==> config.mk <==
export PLATFORM = sky130hd
export DESIGN_NAME = wash_sequencer
export DESIGN_NICKNAME = d
export VERILOG_FILES = /design/src/rtl/wm_pkg.sv /design/src/rtl/wm_phase_sel.sv /design/src/rtl/wash_sequencer.sv
export SDC_FILE = /design/constraint.sdc
export NUM_CORES = 1
export LEC_CHECK = 0
export BUFFER_PORTS_ARGS = -buffer_cell sky130_fd_sc_hd__buf_4
export CAP_MARGIN = 20
export CORE_MARGIN = 4
export CORE_UTILIZATION = 35
export DETAILED_ROUTE_END_ITERATION = 12
export GPL_ROUTABILITY_DRIVEN = 0
export GPL_TIMING_DRIVEN = 0
export SETUP_SLACK_MARGIN = 0.2
export SYNTH_ARGS = -nofsm -noshare
export SYNTH_HDL_FRONTEND = slang
export SYNTH_SLANG_ARGS = --single-unit
==> constraint.sdc <==
create_clock -name cp -period 3.7 [get_ports cp]
set_input_delay 0.37 -clock cp [delete_from_list [all_inputs] [get_ports cp]]
set_output_delay 0.37 -clock cp [all_outputs]
set_load 0.05 [all_outputs]
==> src/rtl/wm_pkg.sv <==
// Shared state/phase encodings, data-field layout and actuator decode for the washer sequencer.
package wm_pkg;

  typedef enum logic [2:0] {
    ST_SHUTDOWN = 3'd0,
    ST_BEGIN    = 3'd1,
    ST_SET      = 3'd2,
    ST_RUN      = 3'd3,
    ST_ERROR    = 3'd4,
    ST_PAUSE    = 3'd5,
    ST_FINISH   = 3'd6
  } top_state_e;

  typedef enum logic [3:0] {
    PH_IDLE   = 4'd0,
    PH_WFILL  = 4'd1,
    PH_WASH   = 4'd2,
    PH_RDRAIN = 4'd3,
    PH_RSPIN  = 4'd4,
    PH_RFILL  = 4'd5,
    PH_RINSE  = 4'd6,
    PH_DDRAIN = 4'd7,
    PH_DSPIN  = 4'd8,
    PH_DONE   = 4'd9
  } phase_e;

  localparam int unsigned DATA_W  = 26;
  localparam int unsigned SHORT_W = 3;
  localparam int unsigned LONG_W  = 4;

  localparam int unsigned WFILL_LSB  = 23;
  localparam int unsigned WASH_LSB   = 19;
  localparam int unsigned RDRAIN_LSB = 16;
  localparam int unsigned RSPIN_LSB  = 13;
  localparam int unsigned RFILL_LSB  = 10;
  localparam int unsigned RINSE_LSB  = 6;
  localparam int unsigned DDRAIN_LSB = 3;
  localparam int unsigned DSPIN_LSB  = 0;

  function automatic logic [LONG_W-1:0] field_of(input logic [DATA_W-1:0] d, input phase_e p);
    logic [LONG_W-1:0] f;
    f = '0;
    case (p)
      PH_WFILL:  f = {1'b0, d[WFILL_LSB  +: SHORT_W]};
      PH_WASH:   f = d[WASH_LSB +: LONG_W];
      PH_RDRAIN: f = {1'b0, d[RDRAIN_LSB +: SHORT_W]};
      PH_RSPIN:  f = {1'b0, d[RSPIN_LSB  +: SHORT_W]};
      PH_RFILL:  f = {1'b0, d[RFILL_LSB  +: SHORT_W]};
      PH_RINSE:  f = d[RINSE_LSB +: LONG_W];
      PH_DDRAIN: f = {1'b0, d[DDRAIN_LSB +: SHORT_W]};
      PH_DSPIN:  f = {1'b0, d[DSPIN_LSB  +: SHORT_W]};
      default:   f = '0;
    endcase
    return f;
  endfunction

  // Returns {valve_in, motor_wash, valve_out, motor_spin}.
  function automatic logic [3:0] act_decode(input phase_e p);
    logic [3:0] a;
    a = '0;
    case (p)
      PH_WFILL, PH_RFILL:   a = 4'b1000;
      PH_WASH, PH_RINSE:    a = 4'b0100;
      PH_RDRAIN, PH_DDRAIN: a = 4'b0010;
      PH_RSPIN, PH_DSPIN:   a = 4'b0011;
      default:              a = 4'b0000;
    endcase
    return a;
  endfunction

endpackage

==> src/rtl/wm_phase_sel.sv <==
// Finds the next phase after cur_i with a nonzero time field (or DONE) and that field's length.
module wm_phase_sel
  import wm_pkg::*;
#(
  parameter int unsigned LW = LONG_W
) (
  input  phase_e                  cur_i,
  input  logic [DATA_W-1:0]       data_i,
  output phase_e                  nxt_o,
  output logic [LW-1:0]           len_o
);

  // Scan from the last phase downward so the lowest qualifying phase wins.
  always_comb begin
    nxt_o = PH_DONE;
    len_o = '0;
    for (int unsigned i = 0; i < 8; i++) begin
      if (((8 - i) > 32'(cur_i)) && (field_of(data_i, phase_e'(4'(8 - i))) != '0)) begin
        nxt_o = phase_e'(4'(8 - i));
        len_o = LW'(field_of(data_i, phase_e'(4'(8 - i))));
      end
    end
  end

endmodule

==> src/rtl/wash_sequencer.sv <==
// Timed wash-phase sequencer with registered actuator decode and programme countdown.
// Optional finish buzzer is built when WM_BUZZER_EN is defined.
module wash_sequencer
  import wm_pkg::*;
#(
  parameter int unsigned TW         = SHORT_W,
  parameter int unsigned LW         = LONG_W,
  parameter int unsigned RW         = 7,
  parameter int unsigned BUZZ_TICKS = 3
) (
  input  logic              cp,
  input  logic              rst_n,
  input  logic              tick_1s,
  input  logic [2:0]        state,
  input  logic [DATA_W-1:0] data,
  output logic              valve_in,
  output logic              motor_wash,
  output logic              valve_out,
  output logic              motor_spin,
  output logic [3:0]        phase,
  output logic [RW-1:0]     remain,
  output logic              done,
  output logic              buzzer
);

  top_state_e        st;
  phase_e            phase_q, phase_d, sel_nxt;
  logic [LW-1:0]     cnt_q, cnt_d, sel_len;
  logic [RW-1:0]     remain_q, remain_d, load_sum;
  logic [DATA_W-1:0] data_q, data_d, sel_data;
  logic              done_q, done_d;
  logic [3:0]        act_q, act_d;
  logic              abort;

  assign st    = top_state_e'(state);
  assign abort = (st == ST_SHUTDOWN) || (st == ST_BEGIN) || (st == ST_SET);

  // In IDLE the selector looks at live data so the first phase loads on the run edge.
  assign sel_data = (phase_q == PH_IDLE) ? data : data_q;

  assign load_sum = RW'(data[WFILL_LSB  +: TW]) + RW'(data[WASH_LSB  +: LW])
                  + RW'(data[RDRAIN_LSB +: TW]) + RW'(data[RSPIN_LSB +: TW])
                  + RW'(data[RFILL_LSB  +: TW]) + RW'(data[RINSE_LSB +: LW])
                  + RW'(data[DDRAIN_LSB +: TW]) + RW'(data[DSPIN_LSB +: TW]);

  wm_phase_sel #(.LW(LW)) u_sel (
    .cur_i  (phase_q),
    .data_i (sel_data),
    .nxt_o  (sel_nxt),
    .len_o  (sel_len)
  );

  always_comb begin
    phase_d  = phase_q;
    cnt_d    = cnt_q;
    remain_d = remain_q;
    data_d   = data_q;
    done_d   = 1'b0;
    case (st)
      ST_SHUTDOWN, ST_BEGIN, ST_SET: begin
        phase_d  = PH_IDLE;
        cnt_d    = '0;
        remain_d = '0;
      end
      ST_RUN: begin
        if (phase_q == PH_IDLE) begin
          data_d   = data;
          remain_d = load_sum;
          phase_d  = sel_nxt;
          cnt_d    = sel_len;
          done_d   = (sel_nxt == PH_DONE);
        end else if ((phase_q != PH_DONE) && tick_1s) begin
          remain_d = remain_q - RW'(1);
          if (cnt_q == LW'(1)) begin
            phase_d = sel_nxt;
            cnt_d   = sel_len;
            done_d  = (sel_nxt == PH_DONE);
          end else begin
            cnt_d = cnt_q - LW'(1);
          end
        end
      end
      default: ;
    endcase
    act_d = ((st == ST_ERROR) || (st == ST_PAUSE)) ? '0 : act_decode(phase_d);
  end

  always_ff @(posedge cp) begin
    if (!rst_n) begin
      phase_q  <= PH_IDLE;
      cnt_q    <= '0;
      remain_q <= '0;
      data_q   <= '0;
      done_q   <= 1'b0;
      act_q    <= '0;
    end else begin
      phase_q  <= phase_d;
      cnt_q    <= cnt_d;
      remain_q <= remain_d;
      data_q   <= data_d;
      done_q   <= done_d;
      act_q    <= act_d;
    end
  end

  assign {valve_in, motor_wash, valve_out, motor_spin} = act_q;
  assign phase  = phase_q;
  assign remain = remain_q;
  assign done   = done_q;

`ifdef WM_BUZZER_EN
  localparam int unsigned BW = $clog2(BUZZ_TICKS + 1);

  logic          buzz_q, buzz_d;
  logic [BW-1:0] bcnt_q, bcnt_d;

  always_comb begin
    buzz_d = buzz_q;
    bcnt_d = bcnt_q;
    if (abort) begin
      buzz_d = 1'b0;
      bcnt_d = '0;
    end else if (done_q) begin
      buzz_d = 1'b1;
      bcnt_d = BW'(BUZZ_TICKS);
    end else if (buzz_q && tick_1s) begin
      if (bcnt_q <= BW'(1)) begin
        buzz_d = 1'b0;
        bcnt_d = '0;
      end else begin
        bcnt_d = bcnt_q - BW'(1);
      end
    end
  end

  always_ff @(posedge cp) begin
    if (!rst_n) begin
      buzz_q <= 1'b0;
      bcnt_q <= '0;
    end else begin
      buzz_q <= buzz_d;
      bcnt_q <= bcnt_d;
    end
  end

  // Gated by abort so a return to shutDown/begin/set silences it in the same cycle.
  assign buzzer = buzz_q & ~abort;
`else
  assign buzzer = 1'b0;
`endif

endmodule

==> summary.txt <==
Placement
  • Cell area after placement: about 4200 sq um
  • Worst Setup Slack post-DPL: -0.401 ns
  • PortBufs: 46
  • Placed insts: ~650
  • DP HPWL: roughly 8600 microns

Logic synthesis
  • Yosys warnings: 0
  • Yosys cell types: 68
  • Syn Inst Count: ~470
  • Synth top area cells: dfxtp_1, fa_1, nand2_1
  • Post-synthesis async set-or-reset flop share: 0%
  • Largest area contributor in the netlist: dfxtp_1
  • Register area share after synthesis: 23.6%
  • Mean post-synth cell area: approximately 7.8 sq um
  • Most frequent cell after synthesis: nand2_1
  • Post-Syn Area: approximately 3600 sq um
  • #FFs+latches synth: 43
  • Dominant synthesized flop cell: dfxtp_1
  • Post-synth EDFFs: 0
  • Syn nets: roughly 540
  • Area share of the largest cell type after synthesis: 23.6%
  • Synth cell count leaders: nand2_1, inv_1, dfxtp_1

STA
  • Crit share post-route: between 90% and 100%
  • RSZ-0062 raised after global routing: yes
  • Max Fclk: 0.272 GHz
  • Setup violations, final: 0
  • Min Tclk post-route: around 3.7 ns
  • Final Hold Vio Count: 0
  • Fin Setup TNS: 0 ns
  • Final worst slack: 0.0170 ns
  • Max-slew headroom: 60.5%
  • Final slew viol count: 0
  • Worst slew pin tran: just under 0.6 ns
  • Clk_skew: between 0.004 and 0.005 ns

Layout
  • Share of layout cells above drive strength 1: between 20% and 30%
  • Finished Core Util: 42.7%
  • Final cell count without fillers: 664
  • # diodes: 0
  • Nets@finish: 595
  • Layout fillers: approximately 1.1k
  • Final Cell Area: ~4400 sq um
  • Layout area overhead: 19.7%

Die
  • Die Wd: around 110 microns
  • Chip height: approximately 110 microns
  • Die ar.: roughly 12,000 sq um
  • Initial Util: between 30% and 40%
  • Core ar.: ~10,000 sq um
  • Number of top-level design ports: 49
  • FP Rows: 37

Detailed routing
  • Detailed-route via count: 3,629
  • WL final: 10,900 microns
  • Initial DRC Count: 292
  • Drt via density: 5.47
  • Avg WL per Cell: 16.4 microns
  • Drt pass-1 iters: 5
  • Final ANT Viol Nets: 0
  • DRC: 0

Pwr
  • Peak supply drop: approximately 0.17 mV
  • Leakage: roughly 1.8 nW
  • Power Dens Cells: 360 nW/um^2

Global route
  • First-pass GRT wire length: between 15,000 and 20,000 microns
  • GRT Residual Overflow: 0
  • Vias in the first global route: 3,367
  • Initial antenna violation count: 0
  • Total track usage: around 18%
  • Largest net degree at the start of global routing: 14

Worst setup path
  • Worst-path cell chain: buf_4, inv_1, fa_2, fa_1, fa_1, fa_1, inv_2, ha_4, fa_2, a21oi_2, nor2_1, o21ai_1, o41ai_2, a22oi_1, nor2_1
  • CP Capture Type: register
  • RR Startpoint: phase[2]$_SDFF_PN0_
  • Required @ worst endpoint: between 3 and 4 ns
  • Kind of critical path: in -> reg
  • CP delay by family, top: adder cells
  • Worst endpoint data arrival time: 3.86 ns
  • Slowest cell delay on critical path: 0.53 ns
  • Most used cell, CP: fa_1
  • Startpoint types: input port
  • Crit-path max FO: 3
  • Worst Path Buf+Inv: 3
  • Setup crit start: data[4]
  • Critical path's slowest cell: fa_1

Clocking
  • Clk buf depth: 2
  • CTS root buffer: clkbuf_8
  • Clk slew on worst S/H paths: approximately 0.090 ns
  • CTS Sinks: 43
  • CTS tree: done
  • Clock H-tree levels: 2
  • Worst skew pair latency: around 0.30 ns
  • Num CTS Buffers: 5

Job
  • Max-Cap Viols: 0

Worst hold path
  • Hold Path Class: in -> reg
  • Hold path start: data[18]

Run status
  • Outcome: finished clean
==> registers in the layout, summed over array words and instances (netlist names) <==
| signal | flops |
|---|---|
| remain | 7 |
| phase | 4 |
| act_q | 4 |
| data_q | 23 |
| done | 1 |
| cnt_q | 4 |
==> metal layers <==
| metal | global-route usage (%) | vias to the layer above | share of wire [%] |
|---|---|---|---|
| met5 | 0 | - | 0 |
| met4 | 7.12 | 0 | 3.4 |
| met3 | 2.45 | 23 | 6.5 |
| met2 | 27.7 | 155 | 45 |
| met1 | 26.1 | 1718 | 45 |
| li1 | - | 1733 | - |
==> report_power, final <==
part	internal (mW)	switching (mW)
clock	0.132	0.180
combinational	0.328	0.429
sequential	0.482	0.0208
==> logic make-up after synthesis <==
logic type	count (synthesis)	share of synthesized area, %
muxes	7	1.96
adders and majority gates	36	16.3
other	1	0.103
xor gates and xnor gates	6	1.44
buffers and inverters	74	9.16
DFF	43	23.6
and+or+nand+nor	183	23.9
AOI/OAI and AO/OA	119	23.6
==> area by class of cell <==
class | count | area [sq um] | area share, %
plain buffers | 26 | 154 | 3.53
clock buffers | 6 | 72.6 | 1.66
clock inverters | 2 | 12.5 | 0.287
inverters | 48 | 188 | 4.30
multi-input cells | 352 | 2490 | 57.1
flip-flops and latches | 43 | 861 | 19.7
well taps | 136 | 170 | 3.90
repair buffers | 51 | 417 | 9.54
==> metrics by stage <==
stage	hold WS (ns)	power [mW]
finish	0.307	1.57
detailed placement	0.458	1.21
CTS	0.307	1.57
global route	0.302	1.70
global placement	0.454	1.20
floorplan	0.439	1.03
==> worst min-delay path, cell delays in order <==
cell     delay [ns]
buf_8          0.10
nand2_1        0.05
a21oi_1        0.05
==> worst paths after layout <==
path,end,slack (ns),cells past startpoint
min,data_q[18]$_SDFFE_PN0P_,0.31,3
min reg2reg,data_q[3]$_SDFFE_PN0P_,0.47,2
max,remain[6]$_SDFFE_PN0P_,0.02,15
max reg2reg,act_q[1]$_SDFF_PP0_,0.54,11
==> cell usage in the layout (no fill, tap or decap), types with 3 or more instances in the layout <==
master / count
buf_6: 3
clkbuf_1: 12
ha_1: 16
buf_4: 51
fa_1: 16
inv_1: 43
xnor2_1: 4
o21ai_1: 4
or2_2: 5
nand3_1: 5
o31ai_1: 6
buf_8: 4
buf_2: 5
a21o_1: 3
a21oi_2: 3
a22oi_1: 5
nor4_1: 7
nand2_1: 87
nor2_1: 32
fa_2: 3
o21ba_2: 3
o21ai_0: 11
a21oi_1: 39
or3_1: 6
mux2i_1: 6
dfxtp_1: 43
a211oi_1: 6
clkbuf_8: 5
a21bo_2: 3
inv_4: 3
nor3_1: 16
and2_1: 7
a2111oi_0: 5
nand2b_1: 5
a311oi_1: 3
==> timing repair <==
action / 4_1_cts / 5_1_grt
endpoints found under the setup margin: 3 / 3
pin swaps: 12 / 8
resized for setup: 15 / 6
gates cloned: 0 / 0
buffers inserted: 3 / 2
hold buffers: 0 / 0
Power figures use the tool's default switching activity.
